### config.mk
export PLATFORM = sky130hd
export DESIGN_NAME = audio_sample_reader_flat
export DESIGN_NICKNAME = d
export VERILOG_FILES = /design/src/rtl/audio_reader_pkg.sv /design/src/rtl/audio_sample_reader_if.sv /design/src/rtl/sample_fifo.sv /design/src/rtl/audio_sample_reader.sv /design/src/flat_wrapper.sv
export SDC_FILE = /design/constraint.sdc
export NUM_CORES = 1
export LEC_CHECK = 0
export ABC_CLOCK_PERIOD_IN_PS = 2900
export BUFFER_PORTS_ARGS = -buffer_cell sky130_fd_sc_hd__buf_4
export CAP_MARGIN = 20
export CORE_MARGIN = 10
export CORE_UTILIZATION = 57
export CTS_CLUSTER_SIZE = 30
export DETAILED_ROUTE_END_ITERATION = 10
export PLACE_DENSITY = 0.79
export SYNTH_ARGS = -nofsm -noshare
export SYNTH_HDL_FRONTEND = slang
export SYNTH_SLANG_ARGS = --single-unit
### constraint.sdc
create_clock -name clk -period 2.9 [get_ports clk]
set_input_delay 0.29 -clock clk [delete_from_list [all_inputs] [get_ports clk]]
set_output_delay 0.29 -clock clk [all_outputs]
set_load 0.02 [all_outputs]
### src/rtl/audio_reader_pkg.sv
// ============================================================================
//  Module   : audio_reader_pkg
//  Purpose  : Shared state encoding and default widths for the sample reader.
//  Revision : 1.0 - initial release
// ============================================================================
`default_nettype none

package audio_reader_pkg;

    localparam int DEF_ADDR_W = 13;
    localparam int DEF_DATA_W = 32;

    typedef enum logic [1:0] {
        IDLE  = 2'd0,
        RUN   = 2'd1,
        DRAIN = 2'd2
    } state_t;

endpackage

`default_nettype wire

### src/rtl/audio_sample_reader_if.sv
// ============================================================================
//  Module   : audio_sample_reader_if
//  Purpose  : Avalon-MM read port plus ready/valid sample stream bundle.
//  Revision : 1.0 - initial release
// ============================================================================
`default_nettype none

interface audio_sample_reader_if
    import audio_reader_pkg::*;
#(
    parameter int ADDR_W = DEF_ADDR_W,
    parameter int DATA_W = DEF_DATA_W
);
    logic [ADDR_W-1:0]   m_address;
    logic                m_chipselect;
    logic                m_write;
    logic [DATA_W/8-1:0] m_byteenable;
    logic [DATA_W-1:0]   m_readdata;
    logic [DATA_W-1:0]   st_data;
    logic                st_valid;
    logic                st_ready;

    modport master (
        output m_address, m_chipselect, m_write, m_byteenable,
        input  m_readdata,
        output st_data, st_valid,
        input  st_ready
    );

    modport slave (
        input  m_address, m_chipselect, m_write, m_byteenable,
        output m_readdata,
        input  st_data, st_valid,
        output st_ready
    );
endinterface

`default_nettype wire

### src/rtl/sample_fifo.sv
// ============================================================================
//  Module   : sample_fifo
//  Purpose  : Show-ahead synchronous FIFO with occupancy count output.
//  Revision : 1.0 - initial release
// ============================================================================
`default_nettype none

module sample_fifo #(
    parameter int DATA_W     = 32,
    parameter int FIFO_DEPTH = 4
) (
    input  wire logic                          clk,
    input  wire logic                          reset_n,
    input  wire logic                          push,
    input  wire logic [DATA_W-1:0]             push_data,
    input  wire logic                          pop,
    output      logic [DATA_W-1:0]             pop_data,
    output      logic                          valid,
    output      logic [$clog2(FIFO_DEPTH):0]   count
);
    localparam int PTR_W = $clog2(FIFO_DEPTH);
    localparam logic [PTR_W:0]   C_FULL    = (PTR_W+1)'(FIFO_DEPTH);
    localparam logic [PTR_W:0]   C_CNT_ONE = (PTR_W+1)'(1);
    localparam logic [PTR_W-1:0] C_PTR_ONE = PTR_W'(1);

    logic [DATA_W-1:0] r_mem [FIFO_DEPTH];
    logic [PTR_W-1:0]  r_wr_ptr;
    logic [PTR_W-1:0]  r_rd_ptr;
    logic [PTR_W:0]    r_count;
    logic              w_push;
    logic              w_pop;

    assign w_pop  = pop && (r_count != '0);
    assign w_push = push && ((r_count != C_FULL) || w_pop);

    always_ff @(posedge clk or negedge reset_n) begin
        if (!reset_n) begin
            r_wr_ptr <= '0;
            r_rd_ptr <= '0;
            r_count  <= '0;
        end else begin
            if (w_push) r_wr_ptr <= r_wr_ptr + C_PTR_ONE;
            if (w_pop)  r_rd_ptr <= r_rd_ptr + C_PTR_ONE;
            case ({w_push, w_pop})
                2'b10:   r_count <= r_count + C_CNT_ONE;
                2'b01:   r_count <= r_count - C_CNT_ONE;
                default: r_count <= r_count;
            endcase
        end
    end

    // Storage carries no reset; empty slots are masked on the read side.
    always_ff @(posedge clk) begin
        if (w_push) r_mem[r_wr_ptr] <= push_data;
    end

    assign valid    = (r_count != '0);
    assign pop_data = valid ? r_mem[r_rd_ptr] : '0;
    assign count    = r_count;

endmodule

`default_nettype wire

### src/rtl/audio_sample_reader.sv
// ============================================================================
//  Module   : audio_sample_reader
//  Purpose  : Streams a buffer of sample words from on-chip memory, once or looped.
//  Revision : 1.0 - initial release
// ============================================================================
`default_nettype none

module audio_sample_reader
    import audio_reader_pkg::*;
#(
    parameter int ADDR_W     = DEF_ADDR_W,
    parameter int DATA_W     = DEF_DATA_W,
    parameter int FIFO_DEPTH = 4
) (
    input  wire logic              clk,
    input  wire logic              reset_n,
    input  wire logic              start,
    input  wire logic              stop,
    input  wire logic              loop_en,
    input  wire logic [ADDR_W-1:0] base_addr,
    input  wire logic [ADDR_W:0]   num_words,
    audio_sample_reader_if.master  bus,
    output      logic              busy,
    output      logic              done
);
    localparam int CNT_W = $clog2(FIFO_DEPTH) + 1;
    localparam logic [ADDR_W-1:0] C_ADDR_ONE = ADDR_W'(1);
    localparam logic [ADDR_W:0]   C_WORD_ONE = (ADDR_W+1)'(1);
    localparam logic [CNT_W-1:0]  C_DEPTH    = CNT_W'(FIFO_DEPTH);

    state_t            r_state, w_state_nxt;
    logic [ADDR_W-1:0] r_ptr, w_ptr_nxt, r_base;
    logic [ADDR_W:0]   r_remaining, w_remaining_nxt, r_num;
    logic              r_loop;
    logic              r_inflight;
    logic              r_zero_done;
    logic              w_issue;
    logic              w_drained;
    logic              w_accept;
    logic              w_pop;
    logic              w_st_valid;
    logic [CNT_W-1:0]  w_fifo_count;
    logic [CNT_W-1:0]  w_occupancy;
    logic [DATA_W-1:0] w_fifo_head;

    assign w_accept    = (r_state == IDLE) && start && (num_words != '0);
    // Credit: a read may only go out if its data is guaranteed a FIFO slot.
    assign w_occupancy = w_fifo_count + CNT_W'(r_inflight);

    always_comb begin
        w_state_nxt     = r_state;
        w_ptr_nxt       = r_ptr;
        w_remaining_nxt = r_remaining;
        w_issue         = 1'b0;
        w_drained       = 1'b0;
        case (r_state)
            IDLE: begin
                if (w_accept) begin
                    w_state_nxt     = RUN;
                    w_ptr_nxt       = base_addr;
                    w_remaining_nxt = num_words;
                end
            end
            RUN: begin
                w_issue = (w_occupancy < C_DEPTH);
                if (w_issue) begin
                    w_ptr_nxt       = r_ptr + C_ADDR_ONE;
                    w_remaining_nxt = r_remaining - C_WORD_ONE;
                    if (r_remaining == C_WORD_ONE) begin
                        if (r_loop) begin
                            w_ptr_nxt       = r_base;
                            w_remaining_nxt = r_num;
                        end else begin
                            w_state_nxt = DRAIN;
                        end
                    end
                end
                if (stop) w_state_nxt = DRAIN;
            end
            DRAIN: begin
                w_drained = !r_inflight && (w_fifo_count == '0);
                if (w_drained) w_state_nxt = IDLE;
            end
            default: w_state_nxt = IDLE;
        endcase
    end

    always_ff @(posedge clk or negedge reset_n) begin
        if (!reset_n) begin
            r_state     <= IDLE;
            r_ptr       <= '0;
            r_remaining <= '0;
            r_base      <= '0;
            r_num       <= '0;
            r_loop      <= 1'b0;
            r_inflight  <= 1'b0;
            r_zero_done <= 1'b0;
        end else begin
            r_state     <= w_state_nxt;
            r_ptr       <= w_ptr_nxt;
            r_remaining <= w_remaining_nxt;
            r_inflight  <= w_issue;
            r_zero_done <= (r_state == IDLE) && start && (num_words == '0);
            if (w_accept) begin
                r_base <= base_addr;
                r_num  <= num_words;
                r_loop <= loop_en;
            end
        end
    end

    assign w_pop = w_st_valid && bus.st_ready;

    sample_fifo #(
        .DATA_W     (DATA_W),
        .FIFO_DEPTH (FIFO_DEPTH)
    ) u_fifo (
        .clk       (clk),
        .reset_n   (reset_n),
        .push      (r_inflight),
        .push_data (bus.m_readdata),
        .pop       (w_pop),
        .pop_data  (w_fifo_head),
        .valid     (w_st_valid),
        .count     (w_fifo_count)
    );

    assign bus.m_address    = r_ptr;
    assign bus.m_chipselect = w_issue;
    assign bus.m_write      = 1'b0;
    assign bus.m_byteenable = '1;
    assign bus.st_data      = w_fifo_head;
    assign bus.st_valid     = w_st_valid;
    assign busy             = (r_state != IDLE);
    assign done             = r_zero_done || w_drained;

endmodule

`default_nettype wire

### src/flat_wrapper.sv
// flat-port wrapper written by rule: the top's interface ports become plain ports
module audio_sample_reader_flat import audio_reader_pkg::*;
#(
    parameter int ADDR_W     = DEF_ADDR_W,
    parameter int DATA_W     = DEF_DATA_W,
    parameter int FIFO_DEPTH = 4
)
  (clk, reset_n, start, stop, loop_en, base_addr, num_words, busy, done, bus_m_address, bus_m_chipselect, bus_m_write, bus_m_byteenable, bus_m_readdata, bus_st_data, bus_st_valid, bus_st_ready);
  audio_sample_reader_if #(.ADDR_W(ADDR_W), .DATA_W(DATA_W)) bus_i ();
  input  wire logic clk;
  input  wire logic reset_n;
  input  wire logic start;
  input  wire logic stop;
  input  wire logic loop_en;
  input  wire logic [ADDR_W-1:0] base_addr;
  input  wire logic [ADDR_W:0] num_words;
  output      logic busy;
  output      logic done;
  output wire logic [$bits(bus_i.m_address)-1:0] bus_m_address;
  output wire logic [$bits(bus_i.m_chipselect)-1:0] bus_m_chipselect;
  output wire logic [$bits(bus_i.m_write)-1:0] bus_m_write;
  output wire logic [$bits(bus_i.m_byteenable)-1:0] bus_m_byteenable;
  input wire logic [$bits(bus_i.m_readdata)-1:0] bus_m_readdata;
  output wire logic [$bits(bus_i.st_data)-1:0] bus_st_data;
  output wire logic [$bits(bus_i.st_valid)-1:0] bus_st_valid;
  input wire logic [$bits(bus_i.st_ready)-1:0] bus_st_ready;
  assign bus_m_address = bus_i.m_address;
  assign bus_m_chipselect = bus_i.m_chipselect;
  assign bus_m_write = bus_i.m_write;
  assign bus_m_byteenable = bus_i.m_byteenable;
  assign bus_i.m_readdata = bus_m_readdata;
  assign bus_st_data = bus_i.st_data;
  assign bus_st_valid = bus_i.st_valid;
  assign bus_i.st_ready = bus_st_ready;
  audio_sample_reader #(.ADDR_W(ADDR_W), .DATA_W(DATA_W), .FIFO_DEPTH(FIFO_DEPTH)) u_core (.clk(clk), .reset_n(reset_n), .start(start), .stop(stop), .loop_en(loop_en), .base_addr(base_addr), .num_words(num_words), .bus(bus_i), .busy(busy), .done(done));
endmodule
### After elaboration in Yosys (flattened, before gate mapping)

Memory sizes are Yosys's and may differ from the RTL's.
Index checks and enable logic that the tools add are counted.

* register bits: 66
* input bits: 65
* memory bits (writable): 128
* memories: 1
* output and inout bits: 54
* logic and storage cells: 75

Memory list
* u_core.u_fifo.r_mem: words 4, bits a word 32, read ports 1, clocked after memory_dff 0, write ports 1, line sample_fifo.sv:26 `logic [DATA_W-1:0] r_mem [FIFO_DEPTH];`

* multiplexer cells: 23
* equality and inequality tests: 12
* reduce and logical (&&, ||, !) cells: 20
* add/subtract/negate cells: 7
* order comparisons: 1

Operators by type and width (count)
* 2-to-1 mux 14 bit: 4
* 2-to-1 mux 13 bit: 4
* 2-to-1 mux 32 bit: 1
* one-hot mux 14 bit (2 select lines): 1
* one-hot mux 13 bit (2 select lines): 1
* equality test 14 x 1 -> 1 bit, second input constant: 1
* logical NOT 14 bit: 1
* nonzero test 14 bit: 1
* subtractor 14 x 1 -> 14 bit, second input constant: 1
* adder 13 x 1 -> 13 bit, second input constant: 1
* 2-to-1 mux 2 bit: 6
* logical AND 1 bit: 7
* != test 2 x 1 -> 1 bit, second input constant: 3
* != test 3 x 2 -> 1 bit, second input constant: 2
* != test 3 bit, second input constant: 2
* one-hot mux 2 bit (3 select lines): 1
* one-hot mux 3 bit (2 select lines): 1
* nonzero test 2 bit: 3
* AND reduction 5 bit: 1
* adder 2 x 1 -> 2 bit, second input constant: 2
* equality test 2 x 1 -> 1 bit, second input constant: 2
* equality test 2 bit, second input constant: 2
* 2-to-1 mux 1 bit: 4
* adder 3 x 1 -> 3 bit: 1
* 9 further kinds: 10

### Depth between registers and ports, before layout

Gate-level depths: netlist (run 1).

* depth after elaboration: 7
* mapped depth: 10
* gate-level depth less buffers: 9

### By module

Synthesis (run 1) repeated with hierarchy kept, for this count alone.

* cell total of the unflattened synthesis: 615
* area, all modules: 8785.9 um^2

Modules (own cells, without submodules)
* sample_fifo: area an instance 5401.4 um^2, times used 1, cells an instance 254, seq. area each 4018.9 um^2
* audio_sample_reader: area an instance 3384.5 um^2, times used 1, cells an instance 361, seq. area each 1476.4 um^2

### Worst setup path before layout (run 1)

OpenSTA, ideal clock, no wires.

* path type: reg2reg
* start: register u_core.r_inflight
* end: memory u_core.u_fifo.r_mem[0][0], enable pin
* data arrival time: 1718 ps
* buffers on the path: 1
* period minus slack after synthesis: 2110 ps
* setup time: 392 ps
* path slack: 790 ps
* cell stages (with the launch flop): 4
* data required time: 2508 ps
* path through: dfrtp_1 clkbuf_1 o31a_1 and2_1

* longest elaborated chain between the ends: 3

Ends and longest elaborated chain
* from (decl): line audio_sample_reader.sv:35 `logic r_inflight;`
* from (signal assigned): line audio_sample_reader.sv:102 `r_inflight <= w_issue;`
* logical AND 1 bit: line sample_fifo.sv:34 `assign w_push = push && ((r_count != C_FULL) || w_pop);`
* 2-to-1 mux 1 bit: line sample_fifo.sv:54 `if (w_push) r_mem[r_wr_ptr] <= push_data;`
* 2-to-1 mux 1 bit (not written as such): line sample_fifo.sv:54
* to (decl): line sample_fifo.sv:26

Every way passes these cells.

### Worst setup path in the final report (run 1)

* start: register u_core.u_fifo.r_rd_ptr[0]
* end: output port bus_st_data[18]

* longest elaborated chain between the ends: 2

Ends and longest elaborated chain
* from (decl): line sample_fifo.sv:28 `logic [PTR_W-1:0] r_rd_ptr;`
* from (signal assigned): line sample_fifo.sv:43 `if (w_pop) r_rd_ptr <= r_rd_ptr + C_PTR_ONE;`
* memory (4 x 32 bit)
* 2-to-1 mux 32 bit: line sample_fifo.sv:58 `assign pop_data = valid ? r_mem[r_rd_ptr] : '0;`
* to (decl): line flat_wrapper.sv:24 `output wire logic [$bits(bus_i.st_data)-1:0] bus_st_data;`

Every way passes these cells.

==> results.rst, run 1 <==
.. list-table::
   :header-rows: 1

   * - Metric
     - Value
   * - Run status
     - complete, but fails checks
   * - Violations in the final reports
     - hold timing
   * - Number of antenna cells inserted
     - 0
   * - Post-CTS setup-driven buffer insertion count
     - 0
   * - Leak
     - 3.993 nW
   * - Kind of start point of the critical path
     - flip-flop
   * - Final ANT Viol Nets
     - 0
   * - Logic gate share of total power
     - 0.417
   * - Final-report setup violation count
     - 0
   * - Clk sink count
     - about 190
   * - Prevailing post-synth register cell
     - sky130_fd_sc_hd__edfxtp_1
   * - Clock latency on the worst-skew pair
     - about 0.44 ns
   * - Average cell area after synthesis
     - 13.19 um2
   * - Die footprint
     - slightly above 20000 um2
   * - Pin count of the biggest net entering global routing
     - 67
   * - Post-synth EDFFs
     - between 100 and 150
   * - Maximum fanout along the worst path
     - 17
   * - RD Place Congestion
     - between 0.8 and 0.9
   * - Max-slew headroom at the worst pin
     - 0.4253
   * - DP Wirelength
     - between 10 and 15 mm
   * - Post-route DRC violation count
     - 0
   * - Pins Over Slew Limit
     - 0
   * - Setup TNS
     - 0 ns
   * - Wire length of the first global-routing pass
     - between 30 and 40 mm
   * - Number of flip-flops and latches in the synthesized netlist
     - approximately 190
   * - Critical path data required time
     - between 2 and 3 ns
   * - Largest stage delay on the critical path
     - about 0.74 ns
   * - Sw Ratio
     - 0.3888
   * - Worst-Margin Slew
     - about 0.86 ns
   * - TritonRoute pass-1 iters
     - 5
   * - CTS tree
     - done
   * - Sort of element at the end of the critical path
     - output port
   * - Layout-stage area growth over the synthesis result
     - 18.59%
   * - Initial antenna violation count
     - 0
   * - Period minus WS final
     - approximately 2.6 ns
   * - Family of cells with the greatest summed delay on the critical path
     - flip-flops
   * - Worst hold margin
     - -0.02873 ns
   * - Num CTS Buffers
     - 17
   * - Maximum capacitance violations
     - 0
   * - Reg-to-Reg Start
     - u_core.u_fifo.count[0]
   * - Die Ht
     - approximately 140 um
   * - Gate Count Post-Synth
     - approximately 660
   * - H-tree lvl count
     - 4
   * - Cell internal power dissipation
     - between 6 and 7 mW
   * - Clock power share
     - 0.200
   * - Synthesis warning total
     - 0
   * - Terminus of the critical flop-to-flop path
     - u_core.u_fifo.count[1]
   * - Share of the yosys chip area belonging to registers
     - 0.6342
   * - Post-route core utilization
     - 0.6835
   * - Starting utilization of the core area
     - 0.5764
   * - Fraction of power consumed by sequential logic
     - 0.383
   * - Post-DR wirelength/cell
     - a little over 20 um
   * - Class of the most critical setup path
     - reg -> out
   * - Initial detailed-routing violation count
     - roughly 580
   * - Total core area
     - around 15000 um2
   * - Cell at the root of the clock tree
     - sky130_fd_sc_hd__clkbuf_16
   * - Top achievable clock speed
     - around 380 MHz
   * - Quantity of hold-fixing buffers added after cts
     - 0
   * - Series of cell instances along the critical path
     - buf_4 > mux4_2 > and2_1 > buf_4
   * - DIE WIDTH
     - about 140 um
   * - Share of flip-flops with an asynchronous set or reset
     - 0.3402
   * - Leading cell types in the layout, fill and taps excluded
     - sky130_fd_sc_hd__buf_4 (128), sky130_fd_sc_hd__edfxtp_1 (128), sky130_fd_sc_hd__nand2_1 (103), sky130_fd_sc_hd__dfrtp_1 (65), sky130_fd_sc_hd__and2_1 (34)
   * - Total standard cell area after synthesis
     - slightly below 9000 um2
   * - Post-Place Worst Slack
     - around 0.69 ns
   * - Vias
     - between 5000 and 6000
   * - Total power consumption of the routed design
     - 11.27 mW
   * - Slack of the worst reg-to-reg path
     - about 0.68 ns
   * - Buffers from clock root to sink, at most
     - 2
   * - Vias in the first global route
     - around 6000
   * - Critical path capture point
     - bus_st_data[18]
   * - Count of nets after finishing
     - 840
   * - Data arrival at the endpoint of the critical path
     - between 2 and 2.5 ns
   * - Floorplan row count
     - 45
   * - Net switching power figure
     - around 4.4 mW
   * - Tcrit/Tclk final
     - 0.9136
   * - Overall routed net length
     - 19.73 mm
   * - Global route overflow
     - 0
   * - Number of stages on the worst setup path
     - 4
   * - Number of gates resized after CTS
     - 0
   * - Post-synthesis cell type count
     - between 50 and 60
   * - Port Buffers
     - 113
   * - Buf/Inv on CP
     - 2
   * - Pwr dens
     - between 1000 and 1500 nW/um2
   * - Reg2reg path depth
     - 7
   * - Final hold vios
     - 51
   * - Clock slew seen by the registers of the worst setup and hold paths
     - around 0.070 ns
   * - Fin Clk Skew
     - between 0.01 and 0.015 ns
   * - Maximum resistive drop on vdd
     - 0.0007643 V
   * - Final critical-path setup slack
     - 0.2506 ns
   * - Most used cell along the critical path
     - sky130_fd_sc_hd__buf_4
   * - Top-level I/O count
     - ~120
   * - Layout cell share with drive strength beyond 1
     - 0.2721
   * - Worst-path cell with the longest stage delay
     - sky130_fd_sc_hd__dfrtp_2
   * - Detailed-route vias per instance
     - 5.978
   * - Total Routing Usage GR
     - 0.2006
   * - Crit path from
     - u_core.u_fifo.r_rd_ptr[0]
   * - Unrepaired setup endpoints after global routing
     - false
   * - Min-delay worst type
     - in -> async
-- per-layer routing --
metal	track usage	up-vias	routed length [um]
met5	0	-	0
met4	0.06609	0	296
met3	0.06667	28	1704
met2	0.3386	200	10120
met1	0.2377	2922	7606
li1	-	2631	-
-- sequential cells by signal (all words and copies together) (netlist names) --
name	count
u_core.r_base	13
u_core.r_zero_done	1
u_core.u_fifo.r_mem	128
u_core.r_state	2
u_core.u_fifo.r_wr_ptr	2
u_core.r_remaining	14
u_core.u_fifo.count	3
u_core.r_loop	1
u_core.u_fifo.r_rd_ptr	2
u_core.bus.m_address	13
u_core.r_num	14
u_core.r_inflight	1
-- worst register-to-register path: stages (launching register included) --
cell                      delay, ns
sky130_fd_sc_hd__dfrtp_1       0.42
sky130_fd_sc_hd__inv_1         0.17
sky130_fd_sc_hd__nand3_1       0.35
sky130_fd_sc_hd__nand2_1       0.20
sky130_fd_sc_hd__fa_1          0.46
sky130_fd_sc_hd__nor3_1        0.24
sky130_fd_sc_hd__o21ai_0       0.12
sky130_fd_sc_hd__a22oi_1       0.18
-- per-stage QoR --
step | std cells | area, um2
2_1_floorplan | 660 | 8676
3_3_place_gp | 936 | 9709
3_5_place_dp | 936 | 9709
4_1_cts | 967 | 10270
5_1_grt | 967 | 10270
6_report | 967 | 10270
-- cell families (layout without fill, tap and decap cells) --
family                     Yosys count  count (layout)  synth area share
adders and majority gates            8               8           0.01242
and+or+nand+nor                    233             233            0.1355
xor gates and xnor gates            19              19           0.01921
other                                2               5         0.0008667
AOI/OAI and AO/OA                  115             115           0.08693
DFF                                194             194            0.6342
buffers and inverters               54             173           0.02773
muxes                               32              32           0.08318
-- worst min-delay path by stage --
stage                                           end  slack [ns]  cells past startpoint
after floorplan             u_core.bus.m_address[0]      -0.006                      0
final                         u_core.r_remaining[3]       -0.03                      1
after global placement              u_core.r_num[3]        0.44                      1
after detailed placement            u_core.r_num[3]        0.45                      1
after CTS                           u_core.r_num[3]       0.003                      1
after global routing      u_core.u_fifo.r_wr_ptr[0]        0.04                      1
-- power by group through the flow --
stage / Sequential [mW] / Clock [mW] / Combinational, mW
final: 4.32 / 2.25 / 4.70
after CTS: 4.31 / 2.29 / 4.76
after floorplan: 4.22 / 0 / 3.17
after global placement: 4.31 / 0 / 4.58
after global routing: 4.42 / 2.41 / 5.16
after detailed placement: 4.36 / 0 / 4.72
-- synth_stat cells, types with 2 or more instances --
cell                        instances  area (um2)
sky130_fd_sc_hd__edfxtp_1         128        3844
sky130_fd_sc_hd__nand2_1          103       386.6
sky130_fd_sc_hd__dfrtp_1           66        1652
sky130_fd_sc_hd__and2_1            38       237.7
sky130_fd_sc_hd__a21oi_1           32       160.2
sky130_fd_sc_hd__mux4_2            32       720.7
sky130_fd_sc_hd__nor2_1            28       105.1
sky130_fd_sc_hd__clkbuf_1          25       93.84
sky130_fd_sc_hd__nand3_1           18       90.09
sky130_fd_sc_hd__o21ai_0           16       80.08
sky130_fd_sc_hd__o211ai_1          14       105.1
sky130_fd_sc_hd__inv_1             13       48.80
sky130_fd_sc_hd__nor3_1            11       55.05
sky130_fd_sc_hd__xor2_1            11       96.34
sky130_fd_sc_hd__o21ai_1           10       50.05
sky130_fd_sc_hd__buf_2              9       45.04
sky130_fd_sc_hd__xnor2_1            8       70.07
sky130_fd_sc_hd__a31oi_1            7       43.79
sky130_fd_sc_hd__buf_4              7       52.55
sky130_fd_sc_hd__ha_1               7       87.58
sky130_fd_sc_hd__o21a_1             6       45.04
sky130_fd_sc_hd__and3_1             5       31.28
sky130_fd_sc_hd__nand4_1            5       31.28
sky130_fd_sc_hd__nor4_2             4       50.05
sky130_fd_sc_hd__a211oi_1           3       22.52
sky130_fd_sc_hd__a22o_1             3       26.28
sky130_fd_sc_hd__a22oi_1            3       22.52
sky130_fd_sc_hd__nand2b_1           3       18.77
sky130_fd_sc_hd__nor4_1             3       18.77
sky130_fd_sc_hd__o22ai_1            3       18.77
sky130_fd_sc_hd__o2bb2ai_1          3       26.28
sky130_fd_sc_hd__or3_1              3       18.77
sky130_fd_sc_hd__a21o_1             2       15.01
sky130_fd_sc_hd__a41oi_1            2       17.52
sky130_fd_sc_hd__conb_1             2       7.510
sky130_fd_sc_hd__nor2b_1            2       12.51
sky130_fd_sc_hd__nor4_4             2       42.54
sky130_fd_sc_hd__o31ai_1            2       15.01
sky130_fd_sc_hd__or2_2              2       12.51
-- area by class of cell --
class,instances,area [um2]
tap,188,235.2
multi-input combinational,412,2948
inverter,13,48.80
clock buffer,17,425.4
fill,1086,4758
clock inverter,14,140.1
sequential,194,5497
timing repair buffer,129,980.9
No activity file was read; power rests on OpenSTA's default activity.
==> run 2, diff against run 1 <==
Settings changed: CORE_UTILIZATION 57 to 45, PLACE_DENSITY 0.79 to not set.
==> run 2 against run 1 <==
Effect of this change:
- the flow now finishes without violations
- critical path depth stayed put
- utilization is 13 points lower
- clock-buffer cell count stayed put
- final cell count is 7.5% higher
- routed wire length is 2.0% higher
- final area is 2.3% higher
- sequential power is 2% lower
- power is 2.8% higher
- first-iteration DRC count is 45% lower
- clock skew hardly changed
- critical path type unchanged
- register-to-register slack better by 0.03 ns
- sequential cell count stayed put
==> results.rst, run 2 (same netlist as run 1, synthesis figures left out) <==
.. list-table::
   :header-rows: 1

   * - Metric
     - Value
   * - Sort of element at the end of the critical path
     - output port
   * - Final hold vios
     - 0
   * - Leading registers by flop count
     - u_core.u_fifo.r_mem (128), u_core.r_num (14), u_core.r_remaining (14)
   * - Post-Place Worst Slack
     - between 0.7 and 0.8 ns
   * - Wire length of the first global-routing pass
     - roughly 33 mm
   * - Total Routing Usage GR
     - 0.1615
   * - Register with the most flip-flops
     - u_core.u_fifo.r_mem
   * - Layout cell share with drive strength beyond 1
     - 0.2718
   * - Clock latency on the worst-skew pair
     - roughly 0.44 ns
   * - Period minus WS final
     - about 2.5 ns
   * - Port Buffers
     - 113
   * - Floorplan row count
     - 50
   * - Final ANT Viol Nets
     - 0
   * - Leak
     - slightly above 4 nW
   * - Cell at the root of the clock tree
     - sky130_fd_sc_hd__clkbuf_16
   * - Clock slew seen by the registers of the worst setup and hold paths
     - 0.08 ns
   * - Data arrival at the endpoint of the critical path
     - approximately 2.2 ns
   * - Clk sink count
     - 194
   * - Leading cell types in the layout, fill and taps excluded
     - sky130_fd_sc_hd__edfxtp_1 (128), sky130_fd_sc_hd__buf_4 (123), sky130_fd_sc_hd__nand2_1 (103), sky130_fd_sc_hd__dfrtp_1 (65), sky130_fd_sc_hd__and2_1 (34)
   * - Num CTS Buffers
     - 17
   * - Launch point of the worst hold path
     - bus_m_readdata[21]
   * - DP Wirelength
     - 13.30 mm
   * - Post-DR wirelength/cell
     - 19.34 um
   * - Pin count of the biggest net entering global routing
     - 67
   * - Run status
     - completed
   * - Worst-Margin Slew
     - 0.8708 ns
   * - Detailed-route vias per instance
     - 5.426
   * - Die footprint
     - around 25000 um2
   * - Number of instances on the worst hold path
     - 1
   * - Slack of the worst reg-to-reg path
     - approximately 0.7 ns
   * - Layout-stage area growth over the synthesis result
     - 21.31%
   * - Vias in the first global route
     - between 6000 and 7000
   * - Number of gates resized after CTS
     - 0
   * - Total core area
     - between 15000 and 20000 um2
   * - Critical path data required time
     - 2.61 ns
   * - Global route overflow
     - 0
   * - Count of nets after finishing
     - 840
   * - Vias
     - about 5600
   * - Unrepaired setup endpoints after global routing
     - false
   * - Fin Clk Skew
     - between 0.01 and 0.015 ns
   * - CTS tree
     - done
   * - Post-CTS setup-driven buffer insertion count
     - 0
   * - Setup TNS
     - 0 ns
   * - Min-delay worst type
     - in -> reg
   * - Quantity of hold-fixing buffers added after cts
     - 1
   * - H-tree lvl count
     - 4
   * - Pwr dens
     - 1102 nW/um2
   * - Pins Over Slew Limit
     - 0
   * - Initial antenna violation count
     - 0
   * - Reg2reg path depth
     - 5
   * - RD Place Congestion
     - 0.8655
   * - TritonRoute pass-1 iters
     - 4
   * - Max-slew headroom at the worst pin
     - 0.4195
   * - Worst hold path endpoint
     - u_core.u_fifo.r_mem[1][21]
   * - Initial detailed-routing violation count
     - between 300 and 400
   * - Top-level I/O count
     - roughly 120
   * - Terminus of the critical flop-to-flop path
     - u_core.bus.m_address[5]
   * - Die Ht
     - about 160 um
   * - Starting utilization of the core area
     - 0.4601
   * - Number of antenna cells inserted
     - 0
   * - Most frequent standard cell in the layout excluding fill and tap cells
     - sky130_fd_sc_hd__edfxtp_1
   * - Tcrit/Tclk final
     - 0.8473
   * - DIE WIDTH
     - 158.8 um
   * - Maximum capacitance violations
     - 0
   * - Reg-to-Reg Start
     - u_core.r_inflight
   * - Final critical-path setup slack
     - between 0.4 and 0.5 ns
   * - Max reg flops
     - roughly 130
   * - Overall routed net length
     - roughly 20 mm
   * - Maximum resistive drop on vdd
     - between 0.0005 and 0.0006 V
   * - Kind of start point of the critical path
     - flip-flop
   * - Class of the most critical setup path
     - reg -> out
   * - Buffers from clock root to sink, at most
     - 2
   * - Top achievable clock speed
     - 407.0 MHz
   * - Maximum fanout along the worst path
     - 11
   * - Post-route DRC violation count
     - 0
   * - Final-report setup violation count
     - 0
run 2: changes by cell type in the layout (fill, tap and decap cells not counted), sizes merged:
cell,before,now
buf,129,128
bufinv,0,2
clkinv,4,9
clkinvlp,3,0
dlygate4sd3,0,1
inv,20,17
run 2: routing by layer:
metal | vias up | routed length (um) | GRT usage | share of wire
met2 | 161 | 9835 | 0.2603 | 0.49
met4 | 0 | 183 | 0.04124 | 0.0091
li1 | 2631 | - | - | -
met5 | - | 0 | 0 | 0
met1 | 2838 | 8681 | 0.2038 | 0.43
met3 | 13 | 1417 | 0.05551 | 0.070
run 2: stage by stage:
stage | instances | utilization | power (mW) | hold slack (ns) | cell area (um2)
2_1_floorplan | 660 | - | 7.385 | -0.005591 | 8676
3_3_place_gp | 1007 | 0.5227 | 9.070 | 0.4529 | 9842
3_5_place_dp | 1007 | 0.5227 | 9.169 | 0.4629 | 9842
4_1_cts | 1040 | 0.5582 | 11.72 | 0.02641 | 10510
5_1_grt | 1040 | 0.5582 | 12.34 | 0.03018 | 10510
6_report | 1040 | 0.5582 | 11.59 | 0.04730 | 10510
run 2: area by class of cell:
type                            instances  area, um2
Clock buffer                           17      425.4
Timing Repair Buffer                  129       1033
Tap cell                              260      325.3
Sequential cell                       194       5497
Inverter                               13      48.80
Clock inverter                         15      234.0
Multi-Input combinational cell        412       2948
Fill cell                            1556       8319
run 2: worst max path at each step:
stage | start | endpoint | slack, ns | cells after the start
after detailed placement | num_words[10] | u_core.bus.m_address[11] | 0.71 | 7
after global routing | u_core.r_inflight | bus_m_chipselect | 0.37 | 4
final | u_core.r_inflight | bus_m_chipselect | 0.44 | 4
after global placement | num_words[3] | u_core.r_remaining[1] | 0.78 | 7
after floorplan | u_core.r_inflight | u_core.u_fifo.r_mem[0][0] | 0.79 | 3
after CTS | u_core.r_inflight | bus_m_chipselect | 0.50 | 4
run 2: worst max-delay path, stage by stage, from the launching register on:
cell	delay, ns
sky130_fd_sc_hd__dfrtp_1	0.56
sky130_fd_sc_hd__nand3_1	0.14
sky130_fd_sc_hd__xnor2_1	0.52
sky130_fd_sc_hd__and2_1	0.33
sky130_fd_sc_hd__buf_4	0.18
run 2: power by group:
group | internal, mW | switching, mW | total (mW)
logic | 2.09 | 2.74 | 4.83
registers | 3.69 | 0.542 | 4.23
clock network | 1.34 | 1.18 | 2.53
total | 7.13 | 4.46 | 11.6
